==> src/rtl/div_unit_if.sv <==
// div_unit_if: handshake and result bundle between the control unit and div_unit.
//   master (control unit): drives div_start, dividend, divisor; receives div_zero, div_ready, busy, hi, lo.
//   slave  (divider): the reverse direction.
interface div_unit_if #(parameter int WIDTH = 32);
  logic             div_start;
  logic [WIDTH-1:0] dividend;
  logic [WIDTH-1:0] divisor;
  logic             div_zero;
  logic             div_ready;
  logic             busy;
  logic [WIDTH-1:0] hi;
  logic [WIDTH-1:0] lo;
  modport master (output div_start, dividend, divisor, input div_zero, div_ready, busy, hi, lo);
  modport slave  (input div_start, dividend, divisor, output div_zero, div_ready, busy, hi, lo);
endinterface

==> src/rtl/div_unit.sv <==
// div_unit: multi-cycle signed restoring divider, one quotient bit per cycle (lo=quotient, hi=remainder).
//   clk   : rising-edge clock
//   reset : synchronous active-high reset
//   bus   : div_unit_if.slave (div_start/dividend/divisor in; div_zero/div_ready/busy/hi/lo out)
module div_unit #(
  parameter int WIDTH = 32
) (
  input logic       clk,
  input logic       reset,
  div_unit_if.slave bus
);
  localparam int CW = $clog2(WIDTH + 1);
  typedef enum logic [1:0] {IDLE, CALC, SIGN, DONE} state_t;
  state_t           r_state, w_next;
  logic [WIDTH-1:0] r_q, r_rem, r_b, r_hi, r_lo;
  logic             r_sa, r_sb;
  logic [CW-1:0]    r_cnt;
  logic             w_accept, w_last, w_ge;
  logic [WIDTH-1:0] w_abs_a, w_abs_b, w_shift;
  logic [WIDTH:0]   w_diff;
  assign w_accept = bus.div_start && r_state == IDLE && bus.divisor != '0;
  assign w_last   = r_cnt == CW'(WIDTH - 1);
  assign w_abs_a  = bus.dividend[WIDTH-1] ? -bus.dividend : bus.dividend;
  assign w_abs_b  = bus.divisor[WIDTH-1] ? -bus.divisor : bus.divisor;
  assign w_shift  = {r_rem[WIDTH-2:0], r_q[WIDTH-1]};
  // One extra bit so the borrow tells us whether the shifted remainder covers the divisor.
  assign w_diff   = {1'b0, w_shift} - {1'b0, r_b};
  assign w_ge     = ~w_diff[WIDTH];
  always_ff @(posedge clk)
    r_state <= reset ? IDLE : w_next;
  always_comb begin
    w_next = r_state;
    unique case (r_state)
      IDLE: w_next = w_accept ? CALC : IDLE;
      CALC: w_next = w_last ? SIGN : CALC;
      SIGN: w_next = DONE;
      DONE: w_next = IDLE;
    endcase
  end
  always_comb begin
    bus.busy      = r_state != IDLE;
    bus.div_ready = r_state == DONE;
    bus.div_zero  = bus.div_start && r_state == IDLE && bus.divisor == '0;
    bus.hi        = r_hi;
    bus.lo        = r_lo;
  end
  always_ff @(posedge clk) begin
    if (reset) begin
      r_q   <= '0;
      r_rem <= '0;
      r_b   <= '0;
      r_sa  <= 1'b0;
      r_sb  <= 1'b0;
      r_cnt <= '0;
      r_hi  <= '0;
      r_lo  <= '0;
    end else if (w_accept) begin
      r_q   <= w_abs_a;
      r_b   <= w_abs_b;
      r_rem <= '0;
      r_cnt <= '0;
      r_sa  <= bus.dividend[WIDTH-1];
      r_sb  <= bus.divisor[WIDTH-1];
    end else if (r_state == CALC) begin
      r_rem <= w_ge ? w_diff[WIDTH-1:0] : w_shift;
      r_q   <= {r_q[WIDTH-2:0], w_ge};
      r_cnt <= r_cnt + 1'b1;
    end else if (r_state == SIGN) begin
      r_lo <= (r_sa ^ r_sb) ? -r_q : r_q;
      r_hi <= r_sa ? -r_rem : r_rem;
    end
  end
endmodule

==> src/flat_wrapper.sv <==
// flat-port wrapper written by rule: the top's interface ports become plain ports
module div_unit_flat 
#(
  parameter int WIDTH = 32
)
  (clk, reset, bus_div_start, bus_dividend, bus_divisor, bus_div_zero, bus_div_ready, bus_busy, bus_hi, bus_lo);
  div_unit_if #(.WIDTH(WIDTH)) bus_i ();
  input logic clk;
  input logic reset;
  input wire logic [$bits(bus_i.div_start)-1:0] bus_div_start;
  input wire logic [$bits(bus_i.dividend)-1:0] bus_dividend;
  input wire logic [$bits(bus_i.divisor)-1:0] bus_divisor;
  output wire logic [$bits(bus_i.div_zero)-1:0] bus_div_zero;
  output wire logic [$bits(bus_i.div_ready)-1:0] bus_div_ready;
  output wire logic [$bits(bus_i.busy)-1:0] bus_busy;
  output wire logic [$bits(bus_i.hi)-1:0] bus_hi;
  output wire logic [$bits(bus_i.lo)-1:0] bus_lo;
  assign bus_i.div_start = bus_div_start;
  assign bus_i.dividend = bus_dividend;
  assign bus_i.divisor = bus_divisor;
  assign bus_div_zero = bus_i.div_zero;
  assign bus_div_ready = bus_i.div_ready;
  assign bus_busy = bus_i.busy;
  assign bus_hi = bus_i.hi;
  assign bus_lo = bus_i.lo;
  div_unit #(.WIDTH(WIDTH)) u_core (.clk(clk), .reset(reset), .bus(bus_i));
endmodule
==> config.mk <==
export PLATFORM = sky130hd
export DESIGN_NAME = div_unit_flat
export DESIGN_NICKNAME = d
export VERILOG_FILES = /design/src/rtl/div_unit_if.sv /design/src/rtl/div_unit.sv /design/src/flat_wrapper.sv
export SDC_FILE = /design/constraint.sdc
export NUM_CORES = 1
export LEC_CHECK = 0
export CORE_MARGIN = 10
export CORE_UTILIZATION = 52
export DETAILED_ROUTE_END_ITERATION = 6
export PLACE_DENSITY = 0.76
export SYNTH_ARGS = -nofsm -noshare
export SYNTH_HDL_FRONTEND = slang
export SYNTH_SLANG_ARGS = --single-unit
==> constraint.sdc <==
create_clock -name clk -period 5.2 [get_ports clk]
set_input_delay 0.78 -clock clk [delete_from_list [all_inputs] [get_ports clk]]
set_output_delay 0.78 -clock clk [all_outputs]
set_load 0.05 [all_outputs]
==> results of run 1 <==
[Yosys cell counts (3+ instances only)]
library cell,n
a211oi_1,80
a21boi_0,3
a21o_1,15
a21oi_1,110
a22o_1,3
a311oi_1,35
a31oi_1,6
and2_1,7
and3_1,4
buf_1,10
clkbuf_1,84
dfxtp_1,170
ha_1,37
inv_1,48
mux2i_1,7
nand2_1,167
nand2b_1,12
nand3_1,17
nand4_1,10
nor2_1,179
nor2b_1,10
nor3_1,22
nor4_1,12
nor4b_1,3
o2111ai_1,3
o211a_1,5
o211ai_1,4
o21ai_0,77
o21bai_1,3
o31ai_1,32
o41ai_1,13
or3_1,16
or4_1,11
or4_4,3
xnor2_1,63
xor2_1,85
[cells by family (layout without fill, tap and decap cells)]
logic type / count (synthesis) / after routing / share of synthesized area (%)
and+or+nand+nor: 487 / 487 / 20.58
AOI/OAI and AO/OA: 408 / 408 / 25.22
DFF: 170 / 170 / 31.81
xor gates and xnor gates: 148 / 148 / 12.11
buffers and inverters: 145 / 227 / 5.110
adders and majority gates: 38 / 38 / 4.514
muxes: 7 / 7 / 0.6548
[worst register-to-register path, delay by kind of cell (launching register included)]
kind | cells | cell delay [ps]
AOI/OAI and AO/OA | 6 | 1650
and+or+nand+nor | 2 | 600
xor gates and xnor gates | 1 | 200
buffers and inverters | 1 | 90
DFF | 1 | 470
adders and majority gates | 1 | 290
[where the power goes]
group / internal [W] / leakage (nW) / switching, W
sequential: 0.00137 / 1.39 / 0.0000987
combinational: 0.000448 / 3.00 / 0.000651
clock: 0.000765 / 0.291 / 0.000574
total: 0.00258 / 4.68 / 0.00132
[flip-flops by register name (all words and copies together) (netlist names), named ones only]
signal / count
u_core.r_q: 32
u_core.r_cnt: 6
u_core.r_b: 32
u_core.r_state: 1
u_core.r_rem: 32
u_core.bus.hi: 32
u_core.bus.lo: 32
u_core.r_sb: 1
u_core.r_sa: 1
[worst max path at each step]
stage / start / to / slack [ps]
floorplan: bus_divisor[26] / bus_div_zero / 1810
global placement: bus_divisor[26] / bus_div_zero / 850
detailed placement: bus_divisor[26] / bus_div_zero / 810
CTS: bus_divisor[26] / bus_div_zero / 790
global route: bus_divisor[2] / bus_div_zero / 620
finish: bus_divisor[26] / bus_div_zero / 790
[cell type report]
type,count,area share [%]
multi-input cells,1088,53.17
flip-flops and latches,170,26.62
repair buffers,147,11.32
clock buffers,17,3.328
well taps,270,2.643
clock inverters,14,1.478
inverters,49,1.439
[routing by layer]
metal / track usage [%] / up-vias / share of wire (%) / routed length [um]
li1: - / 5159 / - / -
met1: 31.21 / 4667 / 52 / 14830
met2: 29.46 / 282 / 41 / 11690
met3: 3.549 / 28 / 6.4 / 1822
met4: 5.118 / 0 / 1.2 / 336
met5: 0 / - / 0 / 0
[through the flow]
| step | utilization [%] | total power [W] | setup slack, ps | instances |
|---|---|---|---|---|
| after floorplan | - | 0.002275 | 1813 | 1403 |
| after global placement | 60.13 | 0.002557 | 849.1 | 1724 |
| after detailed placement | 60.13 | 0.002572 | 811.3 | 1724 |
| after CTS | 63.17 | 0.003898 | 794.4 | 1755 |
| after global routing | 63.17 | 0.004103 | 620.5 | 1755 |
| final | 63.17 | 0.003905 | 791.3 | 1755 |
==> impl_metrics.yaml, run 1 <==
outcome:
  status: "completed"
timing:
  finClkSkew_ps: 8.476
  period_needed_ps: 4409
  hold_viol_final: 0
  worst_slew_pin_slew_ps: 1244
  slew_violations: 0
  worst_hold_slack_ps: 450.4
  relSlewSlack_pct: 16.80
  max_freq_mhz: 226.8
  fin_setup_tns_ps: 0
  setup_viol: 0
  grt_setup_unrepaired: "false"
  finalCritPeriodShare_pct: 84.78
global_route:
  grt_pass1_wl_um: 46130
  antenna_found_initial: 0
  grt_overflow: 0
  grt_max_degree: 90
  grt_usage_pct: 20.67
  grt_pass1_vias: 9176
critical_path:
  crit_buf_inv: 2
  crit_required_ps: 4420
  slowest_stage: "clkdlybuf4s50_1"
  worstSetupPathType: "in2out"
  max_stage_delay_ps: 810
  cp-end-kind: "primary output"
  r2r_cells: 11
  rr_endpoint: "u_core.r_rem[31]"
  reg2reg_slack_ps: 1800
  crit_chain: "clkdlybuf4s50_1, or4_1, or3_1, nor3_1, nand2_1, nor2_1, clkdlybuf4s50_1"
  critPathTopFamily: "simple AND/OR/NAND/NOR gates"
  worstSetupPathDepth: 7
  r2r_start: "u_core.r_b[1]"
  cp.arrival_ps: 3630
  cp_common_cell: "clkdlybuf4s50_1"
  worstPathMaxFanout: 3
  crit_path_start_kind: "input port"
synthesis:
  yosys_warnings: 0
  synth_cells: 1403
  seq_area_frac_synth_pct: 31.81
  synth_top_flop_cell: "dfxtp_1"
  yosys.area.top_type: "dfxtp_1"
  synth_nets: 1508
  netlist_area_um2: 10700
  synth_edf_count: 0
  ys_ff_latch: 170
  synth_cell_types: 64
  async_reset_ff_share_pct: 0
  yosysTopAreaCellShare_pct: 31.81
  avgSynthCellArea_um2: 7.627
  synthTopCellsByArea: "dfxtp_1, xor2_1, nor2_1"
finish:
  fillerInstances: 1814
  design_area_um2: 12780
  antenna-diode-count: 0
  syn_to_final_growth_pct: 19.46
  layout_common_cells: "nor2_1, dfxtp_1, nand2_1"
  seq_area_um2: 3403
  nets: 1578
  layout_commonest_cell: "nor2_1"
  multi_input_comb_area_um2: 6797
  layout-drive-gt1-share_pct: 4.310
power_and_ir_drop:
  leakage_nw: 4.675
  p_per_area_nw_per_um2: 305.5
  peakVddDrop_v: 0.0002118
clocking:
  clockBufferDepth: 2
  clkTransAtPathRegs_ps: 70
  clock-sinks: 170
  cts_buffers: 17
  insertion_delay_ps: 440
  cts_setup_buffers: 0
  htreeDepth: 4
  cts_hold_buffers: 0
  cts_resized: 0
  cts_root_buf: "clkbuf_16"
  cts_tree: "built"
route:
  drt_pass1_iterations: 5
  routed_via_density: 5.775
  drt_iter0_drc: 778
  antenna_left: 0
  drt-wirelength-per-cell_um: 16.34
  vias: 10136
  routed_wl_um: 28680
  drc_errors: 0
place:
  routabilityCongestion: 0.9461
  place_area_um2: 12170
  post-dp-hpwl_um: 21690
  port_buffers: 133
hold_path:
  min-delay-path-class: "reg2reg"
  holdPathStages: 2
  hold_end: "u_core.bus.hi[30]"
  min-delay-start: "u_core.bus.hi[30]"
floorplan:
  initial_core_util_pct: 52.88
  die_h_um: 163.5
  die_area_um2: 26720
  core_um2: 20230
  num_rows: 52
  die_x_um: 163.5
  io_pins: 134
run:
  maxCapViolCount: 0
Power figures use the tool's default switching activity.
==> run 2: changes to the inputs <==
Clock period 5.2 ns to 4.6 ns, I/O delays scaled along.
==> run 2 against run 1 <==
Against the previous run:
- critical endpoint unchanged
- critical path depth increased by 1
- highest routed layer is now met5
- largest power group unchanged
- combinational power increased by 12%
- worst hold slack improved by 3.3 ps
- via count fell by 0.12%
- clock skew shrank 0.54 ps
- register-to-register slack got worse by 550 ps
==> impl_metrics.yaml, run 2 (synthesis results as in run 1) <==
outcome:
  status: "completed"
power_and_ir_drop:
  p_seq_share_pct: 38.0
  clkPwrFrac_pct: 33.8
  netSwitchingFraction_pct: 32.09
  p_int_w: 0.002975
  peakVddDrop_v: 0.0002363
  p_comb_share_pct: 28.2
  leakage_nw: 4.674
  p_total_w: 0.004381
  p_switching_w: 0.001406
  p_per_area_nw_per_um2: 342.9
timing:
  period_needed_ps: 3966
  finalCritPeriodShare_pct: 86.23
  hold_viol_final: 0
  slew_violations: 0
  fin_setup_tns_ps: 0
  max_freq_mhz: 252.1
  relSlewSlack_pct: 25.36
  worst_slew_pin_slew_ps: 1116
  setup_viol: 0
  finClkSkew_ps: 7.939
  grt_setup_unrepaired: "false"
route:
  drc_errors: 0
  antenna_left: 0
  drt-wirelength-per-cell_um: 16.25
  vias: 10124
  drt_iter0_drc: 850
  drt_pass1_iterations: 5
  routed_via_density: 5.779
  routed_wl_um: 28470
clocking:
  htreeDepth: 4
  cts_resized: 0
  cts_root_buf: "clkbuf_16"
  cts_hold_buffers: 0
  insertion_delay_ps: 430
  clkTransAtPathRegs_ps: 60
  cts_setup_buffers: 0
  clockBufferDepth: 2
  clock-sinks: 170
  cts_buffers: 17
  cts_tree: "built"
finish:
  layout_common_cells: "nor2_1, dfxtp_1, nand2_1"
  syn_to_final_growth_pct: 19.40
  antenna-diode-count: 0
  nets: 1576
  fillerInstances: 1778
  stdcell_count: 1752
  post-route-util_pct: 63.14
  layout-drive-gt1-share_pct: 3.846
  layout_commonest_cell: "nor2_1"
critical_path:
  crit_path_start_kind: "input port"
  cp.arrival_ps: 3280
  worstPathMaxFanout: 5
  worstSetupPathType: "in2out"
  crit_required_ps: 3910
  cp-end-kind: "primary output"
floorplan:
  core_um2: 20230
  initial_core_util_pct: 52.88
  die_x_um: 163.5
  num_rows: 52
  die_h_um: 163.5
  io_pins: 134
  die_area_um2: 26720
hold_path:
  min-delay-path-class: "reg2reg"
global_route:
  grt_pass1_wl_um: 46230
  antenna_found_initial: 1
  grt_usage_pct: 20.69
  grt_pass1_vias: 9257
  grt_overflow: 0
  grt_max_degree: 117
place:
  port_buffers: 133
  place_inst: 1722
  routabilityCongestion: 0.9065
  post-dp-hpwl_um: 21310
run:
  maxCapViolCount: 0
==> run 2: path summary, 6_finish.rpt <==
check | start | depth (start not counted) | slack, ps | end
max | bus_divisor[12] | 8 | 630 | bus_div_zero
min | u_core.bus.hi[22] | 2 | 450 | u_core.bus.hi[22]
max reg2reg | u_core.r_rem[5] | 10 | 1250 | u_core.r_rem[31]
min reg2reg | u_core.bus.hi[22] | 2 | 450 | u_core.bus.hi[22]
==> run 2: per-layer routing <==
layer  share of wire, %  GRT usage (%)  vias to the layer above
met5              0.046              0                        -
li1                   -              -                     5149
met1                 50          31.35                     4624
met4                1.2          5.849                        2
met2                 42          29.11                      320
met3                7.7          3.448                       29
==> run 2: cell type report <==
cell class	instances	area [um2]	share of cell area [%]
clock buffer	23	457.9	3.584
clock inverter	7	142.6	1.116
inverter	49	183.9	1.440
multi-input combinational	1088	6797	53.20
sequential	170	3403	26.64
tap	270	337.8	2.644
timing repair buffer	145	1454	11.38
==> run 2: worst max-delay path, stage by stage <==
cell	delay (ps)
clkdlybuf4s50_1	450
or4_1	590
nor3_1	220
nand2_1	160
nor4_1	580
nand2_1	170
nor2_1	240
buf_12	170
==> run 2: metrics by stage <==
step | hold WS, ps | cell area [um2] | setup WS, ps
after floorplan | 431.9 | 10700 | 1393
after global placement | 440.2 | 12180 | 722.6
after detailed placement | 447.8 | 12180 | 600.2
after CTS | 456.7 | 12780 | 648.6
after global routing | 481.0 | 12780 | 536.1
final | 453.7 | 12780 | 633.6
==> run 2: power groups by stage <==
stage,registers [W],logic (W),clock network [W]
after floorplan,0.00164,0.000926,0
after detailed placement,0.00169,0.00121,0
after global routing,0.00167,0.00138,0.00156
after global placement,0.00169,0.00120,0
after CTS,0.00166,0.00122,0.00150
final,0.00167,0.00123,0.00148
